--- src/rtl/button_code_driver_pkg.sv ---
// Shared definitions for the button stimulus driver: FSM state encodings,
// default segment timings and a small sizing helper.
package button_code_driver_pkg;

  typedef enum logic [2:0] {
    ST_IDLE  = 3'd0,
    ST_PRESS = 3'd1,
    ST_GAP   = 3'd2,
    ST_DGAP  = 3'd3,
    ST_FIN   = 3'd4
  } state_e;

  localparam int DEF_PRESS_CYCLES     = 25;
  localparam int DEF_GAP_CYCLES       = 25;
  localparam int DEF_DIGIT_GAP_CYCLES = 50;
  localparam int DEF_DIGITS           = 4;
  localparam int DEF_DIGIT_W          = 3;

  function automatic int max3(input int a, input int b, input int c);
    int m;
    m = (a > b) ? a : b;
    return (m > c) ? m : c;
  endfunction

endpackage

--- src/rtl/button_code_driver_cycle_timer.sv ---
// Loadable down-counter; expire is high during the last cycle of a loaded
// segment so the owner can reload on the same edge without a dead cycle.
module cycle_timer
  import button_code_driver_pkg::*;
#(
  parameter int W = 6
) (
  input  logic         clk,
  input  logic         rst,
  input  logic         load,
  input  logic [W-1:0] load_val,
  output logic         expire
);

  logic [W-1:0] cnt_q;
  logic [W-1:0] cnt_d;

  always_comb begin
    cnt_d = cnt_q;
    if (load) begin
      cnt_d = load_val;
    end else if (cnt_q != '0) begin
      cnt_d = cnt_q - W'(1);
    end
  end

  always_ff @(posedge clk or negedge rst) begin
    if (!rst) begin
      cnt_q <= '0;
    end else begin
      cnt_q <= cnt_d;
    end
  end

  assign expire = (cnt_q == W'(1));

endmodule

--- src/rtl/button_code_driver.sv ---
// Emulates a person entering a multi-digit press-count code on a single
// button line, and records whether the watched lock signalled during the run.
module button_code_driver
  import button_code_driver_pkg::*;
#(
  parameter int PRESS_CYCLES     = DEF_PRESS_CYCLES,
  parameter int GAP_CYCLES       = DEF_GAP_CYCLES,
  parameter int DIGIT_GAP_CYCLES = DEF_DIGIT_GAP_CYCLES,
  parameter int DIGITS           = DEF_DIGITS,
  parameter int DIGIT_W          = DEF_DIGIT_W
) (
  input  logic                        clk,
  input  logic                        rst,
  input  logic                        start,
  input  logic [DIGITS*DIGIT_W-1:0]   code,
  input  logic                        lock_signal,
  output logic                        button,
  output logic                        busy,
  output logic                        done,
  output logic                        unlocked,
  output logic [2:0]                  dbg_state
);

  localparam int TW = $clog2(max3(PRESS_CYCLES, GAP_CYCLES, DIGIT_GAP_CYCLES) + 1);
  localparam int IW = $clog2(DIGITS + 1);
  localparam int CW = DIGITS * DIGIT_W;

  state_e            state_q, state_d;
  logic [CW-1:0]     code_q, code_d;
  logic [DIGIT_W-1:0] press_q, press_d;
  logic [IW-1:0]     digit_q, digit_d;
  logic              unlocked_q, unlocked_d;
  logic              button_q, busy_q, done_q;

  logic              t_load;
  logic [TW-1:0]     t_val;
  logic              t_expire;

  logic              enter;
  logic [IW-1:0]     enter_idx;
  logic [CW-1:0]     src_code;
  logic [DIGIT_W-1:0] enter_dig;

  cycle_timer #(.W(TW)) u_timer (
    .clk      (clk),
    .rst      (rst),
    .load     (t_load),
    .load_val (t_val),
    .expire   (t_expire)
  );

  always_comb begin
    state_d    = state_q;
    code_d     = code_q;
    press_d    = press_q;
    digit_d    = digit_q;
    unlocked_d = unlocked_q;
    t_load     = 1'b0;
    t_val      = '0;
    enter      = 1'b0;
    enter_idx  = digit_q;
    src_code   = code_q;
    enter_dig  = '0;

    if (lock_signal && (busy_q || done_q)) begin
      unlocked_d = 1'b1;
    end

    case (state_q)
      ST_IDLE: begin
        if (start) begin
          code_d     = code;
          src_code   = code;
          unlocked_d = 1'b0;
          enter      = 1'b1;
          enter_idx  = '0;
        end
      end
      ST_PRESS: begin
        if (t_expire) begin
          state_d = ST_GAP;
          t_load  = 1'b1;
          t_val   = TW'(GAP_CYCLES);
        end
      end
      ST_GAP: begin
        if (t_expire) begin
          press_d = press_q - DIGIT_W'(1);
          if (press_q > DIGIT_W'(1)) begin
            state_d = ST_PRESS;
            t_load  = 1'b1;
            t_val   = TW'(PRESS_CYCLES);
          end else if (digit_q < IW'(DIGITS - 1)) begin
            state_d = ST_DGAP;
            t_load  = 1'b1;
            t_val   = TW'(DIGIT_GAP_CYCLES);
          end else begin
            state_d = ST_FIN;
          end
        end
      end
      ST_DGAP: begin
        if (t_expire) begin
          enter     = 1'b1;
          enter_idx = digit_q + IW'(1);
        end
      end
      ST_FIN: begin
        state_d = ST_IDLE;
      end
      default: begin
        state_d = ST_IDLE;
      end
    endcase

    for (int k = 0; k < DIGITS; k++) begin
      if (enter_idx == IW'(k)) begin
        enter_dig = src_code[k*DIGIT_W +: DIGIT_W];
      end
    end

    // Starting a digit: a zero digit has no presses and falls straight
    // through to its inter-digit gap, or to FIN if it is the last one.
    if (enter) begin
      digit_d = enter_idx;
      press_d = enter_dig;
      if (enter_dig != '0) begin
        state_d = ST_PRESS;
        t_load  = 1'b1;
        t_val   = TW'(PRESS_CYCLES);
      end else if (enter_idx < IW'(DIGITS - 1)) begin
        state_d = ST_DGAP;
        t_load  = 1'b1;
        t_val   = TW'(DIGIT_GAP_CYCLES);
      end else begin
        state_d = ST_FIN;
      end
    end
  end

  // Outputs are registered from the next state so they line up with it.
  always_ff @(posedge clk or negedge rst) begin
    if (!rst) begin
      state_q    <= ST_IDLE;
      code_q     <= '0;
      press_q    <= '0;
      digit_q    <= '0;
      unlocked_q <= 1'b0;
      button_q   <= 1'b0;
      busy_q     <= 1'b0;
      done_q     <= 1'b0;
    end else begin
      state_q    <= state_d;
      code_q     <= code_d;
      press_q    <= press_d;
      digit_q    <= digit_d;
      unlocked_q <= unlocked_d;
      button_q   <= (state_d == ST_PRESS);
      busy_q     <= (state_d == ST_PRESS) || (state_d == ST_GAP) || (state_d == ST_DGAP);
      done_q     <= (state_d == ST_FIN);
    end
  end

  assign button    = button_q;
  assign busy      = busy_q;
  assign done      = done_q;
  assign unlocked  = unlocked_q;
  assign dbg_state = state_q;

endmodule

--- config.mk ---
export PLATFORM = sky130hd
export DESIGN_NAME = button_code_driver
export DESIGN_NICKNAME = d
export VERILOG_FILES = /design/src/rtl/button_code_driver_pkg.sv /design/src/rtl/button_code_driver_cycle_timer.sv /design/src/rtl/button_code_driver.sv
export SDC_FILE = /design/constraint.sdc
export NUM_CORES = 1
export LEC_CHECK = 0
export ABC_AREA = 0
export BUFFER_PORTS_ARGS = -buffer_cell sky130_fd_sc_hd__buf_2
export CAP_MARGIN = 25
export CORE_MARGIN = 10
export CORE_UTILIZATION = 52
export CTS_CLUSTER_SIZE = 20
export DETAILED_ROUTE_END_ITERATION = 8
export PLACE_DENSITY_LB_ADDON = 0.25
export SETUP_SLACK_MARGIN = 0.05
export SYNTH_ARGS = -nofsm -noshare
export SYNTH_HDL_FRONTEND = slang
export SYNTH_HIERARCHICAL = 1
export SYNTH_SLANG_ARGS = --single-unit
export TNS_END_PERCENT = 5
--- constraint.sdc ---
create_clock -name clk -period 2.9 [get_ports clk]
set_input_delay 0.29 -clock clk [delete_from_list [all_inputs] [get_ports clk]]
set_output_delay 0.29 -clock clk [all_outputs]
set_load 0.01 [all_outputs]
==> results of run 1 <==
per-stage QoR:
| step | area (um2) | instances | hold slack [ps] |
|---|---|---|---|
| finish | 2330 | 301 | 42.6 |
| CTS | 2290 | 299 | 68.7 |
| detailed placement | 2180 | 291 | 376 |
| floorplan | 2030 | 222 | -5.59 |
| global route | 2330 | 301 | 102 |
| global placement | 2180 | 291 | 364 |
layer usage:
| metal | part of all wire [%] | wire, um | GRT usage [%] | up-vias |
|---|---|---|---|---|
| met5 | 0 | 0 | 0 | - |
| met4 | 1.2 | 59 | 5.10 | 0 |
| met3 | 6.8 | 320 | 4.21 | 6 |
| met2 | 45 | 2140 | 23.1 | 62 |
| met1 | 47 | 2210 | 19.4 | 789 |
| li1 | - | - | - | 844 |
timing repair:
item                                    CTS  global route
endpoints found under the setup margin    4             5
pin swaps                                 0             3
buffers inserted                          0             2
gates resized for setup                   2             5
endpoints found under the hold margin     0             0
cloned                                    0             0
flip-flops by register name, indices dropped and copies added (netlist names):
name           flops
code_q            12
press_q            3
dbg_state          3
button             1
busy               1
done               1
digit_q            3
unlocked           1
u_timer/cnt_q      6
power by group through the flow:
stage	sequential, uW	combinational (uW)	clock, uW
finish	749	1190	370
floorplan	727	886	0
global route	774	1310	401
global placement	736	1120	0
CTS	744	1150	378
detailed placement	750	1140	0
path summary, 6_finish.rpt:
check | endpoint | start | slack (ps)
setup / recovery | u_timer/cnt_q[5]$_DFFE_PN0P_ | u_timer/cnt_q[3]$_DFFE_PN0P_ | 160
hold / removal | code_q[5]$_DFF_PN0_ | rst | 40
setup reg to reg | u_timer/cnt_q[5]$_DFFE_PN0P_ | u_timer/cnt_q[3]$_DFFE_PN0P_ | 160
hold reg to reg | code_q[4]$_DFF_PN0_ | code_q[4]$_DFF_PN0_ | 480
max in group asynchronous | unlocked$_DFF_PN0_ | rst | 2400
min in group clk | code_q[4]$_DFF_PN0_ | code[4] | 200
layout make-up:
class | instances | share of cell area [%]
repair buffers | 33 | 8.28
multi-input cells | 166 | 48.8
flip-flops and latches | 31 | 33.4
inverters | 15 | 2.64
clock buffers | 8 | 4.30
well taps | 48 | 2.58
worst max-delay path: stages, from the launching register on:
cell     delay, ps
dfrtp_1        420
or3_4          400
nor3b_4        240
and4b_2        340
or2_2          190
nand2_4         90
o31a_1         330
a31o_2         300
o31a_1         320
kinds of logic (layout without fill, tap and decap cells):
group	Yosys count	count (layout)	synth area share (%)
compound gates	58	58	20.8
xor+xnor	4	4	1.74
fa+ha+maj	5	5	3.10
buf+inv	25	56	7.25
flops	31	31	38.4
mux	9	9	4.71
other cells	1	1	0.186
simple gates	89	89	23.8
synthesized netlist by cell type, drive strengths merged (2+ instances only):
cell type  instances  share of area (%)
nand2             37                7.6
dfrtp             31                 38
inv               15                3.0
a21oi             14                3.8
nand3             13                3.7
o21ai             11                2.7
nor2              10                1.9
buf                8                3.8
mux2i              8                4.0
nor3               6                1.5
o31ai              6                2.5
a21o               5                2.2
ha                 5                3.1
nand2b             5                1.5
o211ai             5                2.1
nor2b              3               0.93
o21a               3                1.1
or2                3               0.93
xnor2              3                1.3
a31o               2               0.87
clkbuf             2               0.37
nand4              2               0.62
nor3b              2               0.74
o31a               2               0.87
or4b               2               0.99
==> impl_metrics.py, run 1 <==
metrics = {
    "floorplanning": {
        "die_w_um": 82.3,
        "placeableCoreArea_um2": 3720,
        "num_io_pins": 23,
        "die_h_um": 82.3,
        "placement_rows": 22,
        "area_of_the_die_um2": 6780,
        "initial_utilization_pct": 54.3,
    },
    "final_layout": {
        "n_antenna_cell": 0,
        "utilization_pct": 62.6,
        "layout.cells.most_common": "nand2_1",
        "area.growth.synth_to_final_pct": 15.2,
        "most-common-layout-cells": "nand2_1, dfrtp_1, buf_2",
        "final_layout_size_suffix_gt1_share_pct": 25.7,
        "area_taken_by_multi_input_logic_gates_um2": 1140,
        "n_fill_cell": 327,
        "area.sequential_um2": 776,
        "numnets_final": 273,
    },
    "synth": {
        "synth-seq-cells": 31,
        "synth_edf_count": 0,
        "async_reset_ff_share_pct": 100,
        "yosysWarningCount": 6,
        "syn-mean-instance-area_um2": 9.10,
        "synth-seq-area-share_pct": 38.4,
        "yosys.cell_types.count": 55,
        "dominant_register_cell_in_the_synthesized_netlist": "dfrtp_1",
        "netlist_instances": 222,
        "mappedNetlistArea_um2": 2020,
        "synth.net_count": 243,
    },
    "routing": {
        "route.detailed.vias_per_inst": 5.65,
        "wirelength_um": 4730,
        "wl_per_cell_um": 15.7,
        "detailroute.via_count": 1701,
        "drc_errors": 0,
        "drt_pass1_iterations": 5,
        "detailedRoute.firstIterationViolations": 175,
        "drtAntennaViolNets": 0,
    },
    "power": {
        "switchingPower_uw": 967,
        "internal_power_uw": 1350,
        "sequential_share_of_power_pct": 32.4,
        "comb_pwr_share_pct": 51.6,
        "cellLeakagePower_uw": 0.00106,
        "share_clk_of_total_power_pct": 16.0,
        "sw_frac_of_total_pct": 41.8,
        "total_power_uw": 2310,
        "power_per_cell_area_nw_per_um2": 995,
        "worst_ir_drop_vdd_uv": 457,
    },
    "cts": {
        "cts-hold-fix-buffers": 0,
        "clock_tree_from_tritoncts": "built",
        "cts_buffers": 5,
        "worstSkewPairLatency_ps": 280,
        "clk_root_buffer_cell": "clkbuf_8",
        "clock_sinks": 31,
        "ctsHtreeMaxLevel": 2,
        "max_clock_buf_depth": 2,
        "clk_pin_slew_worst_paths_ps": 60,
    },
    "min_path": {
        "holdCritPathClass": "in2async",
    },
    "timing": {
        "report.final.slew_viol_count": 0,
        "setup-tns-final_ps": 0,
        "timing_worst_slew_pin_value_ps": 695,
        "final_hold_viol_count": 0,
        "final.setup_skew_ps": 5.15,
        "final_setup_margin_ps": 158,
        "rsz0062_at_grt": "no",
        "slew-limit-headroom_pct": 53.7,
        "setup-violations-final": 0,
        "fmaxAchievable_mhz": 365,
        "timing.final.crit_share_pct": 94.6,
        "period_minus_slack_ps": 2740,
    },
    "place": {
        "place.detailed.hpwl_um": 3500,
        "routability_driven_placement_congestion_ratio": 0.938,
        "port_buffers": 22,
        "preCtsSetupSlack_ps": 2.69,
    },
    "global_routing": {
        "wire_length_of_the_first_global_routing_pass_um": 7820,
        "gr-usage-all-layers_pct": 14.9,
        "global_route_overflow": 0,
        "largest_net_degree_at_the_start_of_global_routing": 32,
        "first_global_vias": 1671,
        "initial_antenna_violation_count": 0,
    },
    "setup_path": {
        "cp_data_arrival_time_ps": 2910,
        "worstSetupEndpointType": "flop",
        "required_ps": 3070,
        "critical_path_start_end_classification": "reg2reg",
        "crit_path_start_kind": "flop",
        "timing.critical_path.fanout_max": 12,
        "r2r_cells": 8,
    },
    "flow_run": {
        "maxCapViolations": 0,
    },
    "status": {
        "status": "complete, no violations",
    },
}
Note: power is estimated with default switching activity, not from simulation.
==> inputs of run 2 (changes only) <==
Settings changed: MAX_ROUTING_LAYER from default to met4, PLACE_DENSITY from default to 0.79, PLACE_DENSITY_LB_ADDON 0.25 to default, SETUP_SLACK_MARGIN 0.05 to default.
==> run 2 against run 1 <==
  * Critical path depth rose by 3
  * Utilization up 0.13 points
  * Largest power group unchanged
  * Sequential power decreased by 2%
  * Sequential share of layout area decreased by 0.072 points
  * Register-to-register slack about the same
  * Die area unchanged
  * Hold slack improved by 8.5 ps
==> impl_metrics.py, run 2 (same netlist as run 1, synthesis figures left out) <==
metrics = {
    "final_layout": {
        "finalInstanceArea_um2": 2330,
        "area.growth.synth_to_final_pct": 15.4,
        "n_antenna_cell": 0,
        "most-common-layout-cells": "nand2_1, dfrtp_1, buf_2",
        "top_regs": "code_q (12), u_timer/cnt_q (6)",
        "final_layout_size_suffix_gt1_share_pct": 25.9,
        "register_with_the_highest_flop_count": "code_q",
        "layout.cells.most_common": "nand2_1",
        "n_fill_cell": 333,
        "flip_flop_count_of_the_largest_register_all_copies_and_words_added": 12,
        "area_taken_by_multi_input_logic_gates_um2": 1130,
        "area.sequential_um2": 776,
        "numnets_final": 276,
        "fin_cells": 303,
    },
    "global_routing": {
        "global_route_overflow": 0,
        "wire_length_of_the_first_global_routing_pass_um": 7540,
        "largest_net_degree_at_the_start_of_global_routing": 32,
        "initial_antenna_violation_count": 0,
        "first_global_vias": 1635,
        "gr-usage-all-layers_pct": 14.7,
    },
    "power": {
        "comb_pwr_share_pct": 52.9,
        "share_clk_of_total_power_pct": 14.8,
        "internal_power_uw": 1330,
        "worst_ir_drop_vdd_uv": 527,
        "switchingPower_uw": 929,
        "sequential_share_of_power_pct": 32.4,
        "power_per_cell_area_nw_per_um2": 969,
        "cellLeakagePower_uw": 0.00107,
        "sw_frac_of_total_pct": 41.1,
    },
    "setup_path": {
        "timing.critical_path.fanout_max": 6,
        "worstSetupEndpointType": "flop",
        "crit_path_start_kind": "flop",
        "critical_path_start_end_classification": "reg2reg",
        "required_ps": 3120,
        "cp_data_arrival_time_ps": 2960,
    },
    "floorplanning": {
        "num_io_pins": 23,
        "area_of_the_die_um2": 6780,
        "die_w_um": 82.3,
        "die_h_um": 82.3,
        "placement_rows": 22,
        "initial_utilization_pct": 54.3,
        "placeableCoreArea_um2": 3720,
    },
    "timing": {
        "setup-tns-final_ps": 0,
        "timing.final.crit_share_pct": 94.4,
        "timing_worst_slew_pin_value_ps": 696,
        "final.setup_skew_ps": 8.14,
        "report.final.slew_viol_count": 0,
        "slew-limit-headroom_pct": 53.6,
        "period_minus_slack_ps": 2740,
        "fin_hold_ws_ps": 51.1,
        "fmaxAchievable_mhz": 365,
        "final_hold_viol_count": 0,
        "setup-violations-final": 0,
    },
    "place": {
        "place_area_um2": 2190,
        "routability_driven_placement_congestion_ratio": 0.963,
        "port_buffers": 22,
        "post-place-cells": 293,
        "place.detailed.hpwl_um": 3470,
    },
    "min_path": {
        "holdCritPathClass": "in2async",
    },
    "routing": {
        "drtAntennaViolNets": 0,
        "drt_pass1_iterations": 4,
        "wl_per_cell_um": 14.7,
        "drc_errors": 0,
        "wirelength_um": 4460,
        "detailroute.via_count": 1664,
        "route.detailed.vias_per_inst": 5.49,
        "detailedRoute.firstIterationViolations": 109,
    },
    "cts": {
        "clock_sinks": 31,
        "cts_buffers": 5,
        "clk_pin_slew_worst_paths_ps": 60,
        "cts-hold-fix-buffers": 0,
        "max_clock_buf_depth": 2,
        "clock_tree_from_tritoncts": "built",
        "clk_root_buffer_cell": "clkbuf_8",
        "worstSkewPairLatency_ps": 280,
        "ctsHtreeMaxLevel": 2,
    },
    "flow_run": {
        "maxCapViolations": 0,
    },
    "status": {
        "status": "complete, no violations",
    },
}
==> run 2: worst paths after layout <==
path	cells past startpoint	slack (ps)	start	end
max	11	160	u_timer/cnt_q[4]$_DFFE_PN0P_	u_timer/cnt_q[5]$_DFFE_PN0P_
min	1	50	rst	code_q[4]$_DFF_PN0_
min in group clk	3	200	code[4]	code_q[4]$_DFF_PN0_
min reg2reg	2	500	code_q[4]$_DFF_PN0_	code_q[4]$_DFF_PN0_
max reg2reg	11	160	u_timer/cnt_q[4]$_DFFE_PN0P_	u_timer/cnt_q[5]$_DFFE_PN0P_
max in group asynchronous	1	2400	rst	code_q[9]$_DFF_PN0_
==> run 2: power groups by stage <==
stage	clock network, uW	logic (uW)	registers, uW
floorplan	0	886	727
global placement	0	1140	730
detailed placement	0	1150	741
CTS	343	1150	734
global route	366	1330	756
finish	333	1200	731
==> run 2: through the flow <==
| stage | setup WS, ps | util (%) | total power (uW) |
|---|---|---|---|
| after floorplan | 77.8 | - | 1610 |
| after global placement | 73.3 | 59.1 | 1870 |
| after detailed placement | -11.6 | 59.1 | 1890 |
| after CTS | 10.2 | 61.4 | 2230 |
| after global routing | -39.2 | 62.7 | 2460 |
| final | 161 | 62.7 | 2260 |
==> run 2: critical path, stage by stage (launching register included) <==
cell	delay, ps
dfrtp_1	390
or3_1	410
nor3b_2	190
buf_4	150
and4b_2	300
a21o_4	190
nand4_1	180
a221oi_2	340
a311oi_2	100
a21oi_1	170
nand2b_1	140
o31a_1	130
==> run 2: repair_timing <==
action,4_1_cts,5_1_grt
endpoints found under the setup margin,3,7
buffers inserted,0,3
pin swaps,0,4
gates resized for setup,1,4
==> run 2: cell type report <==
type                       count  share of cell area (%)
inverter                      15                    2.63
timing repair buffer          36                    9.23
tap                           48                    2.58
sequential                    31                    33.3
clock inverter                 1                   0.215
clock buffer                   6                    3.54
multi-input combinational    166                    48.5
==> run 2: metal layers <==
layer | wire, um | track usage [%] | vias up
met2 | 1980 | 21.9 | 59
met3 | 342 | 4.00 | 7
met4 | 63 | 4.08 | 0
met1 | 2070 | 19.1 | 753
met5 | 0 | - | -
li1 | - | - | 845
==> inputs of run 3 (changes only) <==
Settings changed: CELL_PAD_IN_SITES_DETAIL_PLACEMENT from default to 1, CELL_PAD_IN_SITES_GLOBAL_PLACEMENT from default to 1, CORE_UTILIZATION 52 to 40.
==> run 3 against run 2 <==
  * Fmax fell by 0.11%
  * Hold slack got worse by 13 ps
  * Final cell count rose by 5.0%
  * Critical path depth did not move
  * Cell area fell by 1.0%
  * Clock power fell by 7.5%
  * Sequential power rose by 1%
  * Critical endpoint unchanged
==> impl_metrics.py, run 3 (same netlist as run 1, synthesis figures left out) <==
metrics = {
    "status": {
        "status": "complete, no violations",
    },
    "timing": {
        "fin_hold_ws_ps": 37.7,
        "rsz0062_at_grt": "no",
        "slew-limit-headroom_pct": 55.1,
        "period_minus_slack_ps": 2740,
        "final_hold_viol_count": 0,
        "setup-violations-final": 0,
        "fmaxAchievable_mhz": 365,
        "report.final.slew_viol_count": 0,
        "final.setup_skew_ps": 8.54,
        "timing_worst_slew_pin_value_ps": 674,
        "setup-tns-final_ps": 0,
        "timing.final.crit_share_pct": 94.6,
    },
    "cts": {
        "cts_setup_buffers": 0,
        "clk_pin_slew_worst_paths_ps": 60,
        "worstSkewPairLatency_ps": 280,
        "clock_sinks": 31,
        "cts_buffers": 5,
        "ctsHtreeMaxLevel": 2,
        "clk_root_buffer_cell": "clkbuf_8",
        "cts-hold-fix-buffers": 0,
        "clock_tree_from_tritoncts": "built",
        "max_clock_buf_depth": 2,
    },
    "final_layout": {
        "final_layout_size_suffix_gt1_share_pct": 23.9,
        "n_antenna_cell": 0,
        "layout.cells.most_common": "nand2_1",
        "numnets_final": 273,
        "flip_flop_count_of_the_largest_register_all_copies_and_words_added": 12,
        "area.growth.synth_to_final_pct": 14.3,
        "most-common-layout-cells": "nand2_1, dfrtp_1, buf_2",
        "register_with_the_highest_flop_count": "code_q",
        "n_fill_cell": 607,
        "top_regs": "code_q (12), u_timer/cnt_q (6)",
    },
    "setup_path": {
        "ff2ff_setup_slack_ps": 160,
        "critical_path_buf_inv_count": 1,
        "highest_delay_cell_along_the_critical_path": "or3_1",
        "critical_path_start_end_classification": "reg2reg",
        "timing.critical_path.fanout_max": 4,
        "reg2reg_to": "u_timer/cnt_q[5]$_DFFE_PN0P_",
        "r2r_cells": 11,
        "critical_path.reg2reg.startpoint": "u_timer/cnt_q[4]$_DFFE_PN0P_",
        "cp_data_arrival_time_ps": 2900,
        "worstSetupEndpointType": "flop",
        "worst_path_largest_cell_delay_ps": 410,
        "crit_family": "simple AND/OR/NAND/NOR gates",
        "required_ps": 3060,
        "timing.critical_path.cells": "or3_1 -> nor3b_2 -> and4b_1 -> buf_4 -> nor2_1 -> nor3_2 -> nand2_1 -> a311oi_2 -> a21oi_1 -> nand2b_1 -> o31a_1",
        "crit_path_start_kind": "flop",
    },
    "routing": {
        "drt_pass1_iterations": 4,
        "drtAntennaViolNets": 0,
        "detailedRoute.firstIterationViolations": 70,
        "drc_errors": 0,
        "detailroute.via_count": 1672,
        "wl_per_cell_um": 16.2,
        "route.detailed.vias_per_inst": 5.26,
        "wirelength_um": 5160,
    },
    "power": {
        "worst_ir_drop_vdd_uv": 423,
        "power_per_cell_area_nw_per_um2": 972,
        "cellLeakagePower_uw": 0.00104,
    },
    "global_routing": {
        "gr-usage-all-layers_pct": 13.4,
        "initial_antenna_violation_count": 0,
        "largest_net_degree_at_the_start_of_global_routing": 32,
        "global_route_overflow": 0,
        "wire_length_of_the_first_global_routing_pass_um": 8940,
        "first_global_vias": 1786,
    },
    "place": {
        "routability_driven_placement_congestion_ratio": 0.855,
        "place.detailed.hpwl_um": 4110,
        "port_buffers": 22,
    },
    "floorplanning": {
        "placeableCoreArea_um2": 4820,
        "die_h_um": 91.1,
        "initial_utilization_pct": 41.9,
        "num_io_pins": 23,
        "area_of_the_die_um2": 8290,
        "die_w_um": 91.1,
        "placement_rows": 25,
    },
    "flow_run": {
        "maxCapViolations": 0,
    },
    "min_path": {
        "holdCritPathClass": "in2async",
    },
}
==> run 3: changes by cell type in the layout (fill, tap and decap cells not counted), sizes merged <==
cell / previous run / this run
clkinv: 1 / 0
buf: 36 / 33
==> run 3: area by class of cell <==
type | count | area [um2] | share of cell area, %
Timing Repair Buffer | 33 | 193 | 8.35
Sequential cell | 31 | 776 | 33.6
Multi-Input combinational cell | 166 | 1120 | 48.6
Inverter | 15 | 61.3 | 2.66
Clock buffer | 6 | 72.6 | 3.15
Tap cell | 67 | 83.8 | 3.63
==> run 3: how the worst max path moves through the flow <==
stage	from	end	slack, ps	depth (start not counted)
global placement	u_timer/cnt_q[4]$_DFFE_PN0P_	u_timer/cnt_q[0]$_DFFE_PN0P_	150	10
finish	u_timer/cnt_q[4]$_DFFE_PN0P_	u_timer/cnt_q[5]$_DFFE_PN0P_	160	11
CTS	u_timer/cnt_q[4]$_DFFE_PN0P_	u_timer/cnt_q[5]$_DFFE_PN0P_	90	11
global route	u_timer/cnt_q[4]$_DFFE_PN0P_	u_timer/cnt_q[5]$_DFFE_PN0P_	10	10
floorplan	u_timer/cnt_q[3]$_DFFE_PN0P_	u_timer/cnt_q[5]$_DFFE_PN0P_	80	12
detailed placement	u_timer/cnt_q[3]$_DFFE_PN0P_	u_timer/cnt_q[5]$_DFFE_PN0P_	30	11
==> run 3: stage by stage <==
step	worst slack [ps]	power, uW	std cells	cell area (um2)	util (%)
after floorplan	77.8	1610	222	2030	-
after global placement	152	1880	312	2220	46.1
after detailed placement	29.7	1930	312	2220	46.1
after CTS	89.5	2250	318	2300	47.7
after global routing	9.95	2460	318	2310	47.9
final	158	2240	318	2310	47.9
==> run 3: routing by layer <==
layer | global-route usage (%) | wire length (um) | vias to the layer above
met3 | 3.21 | 206 | 7
met1 | 17.3 | 2560 | 795
met4 | 4.18 | 60 | 0
li1 | - | - | 841
met5 | - | 0 | -
met2 | 20.3 | 2330 | 29
==> run 3: where the power goes <==
part | switching, uW | internal [uW]
logic | 689 | 508
clock network | 148 | 160
registers | 120 | 619
total | 957 | 1290
==> run 3: worst register-to-register path, cell delays in order (launching register included) <==
cell and delay, ps:
dfrtp_1 400, or3_1 410, nor3b_2 260, and4b_1 310, buf_4 160, nor2_1 50, nor3_2 210, nand2_1 110
a311oi_2 340, a21oi_1 100, nand2b_1 160, o31a_1 110
==> run 3: timing repair <==
| action | 4_1_cts | 5_1_grt |
|---|---|---|
| resized for setup | 1 | 2 |
| cloned | 0 | 0 |
| endpoints found under the setup margin | 1 | 2 |
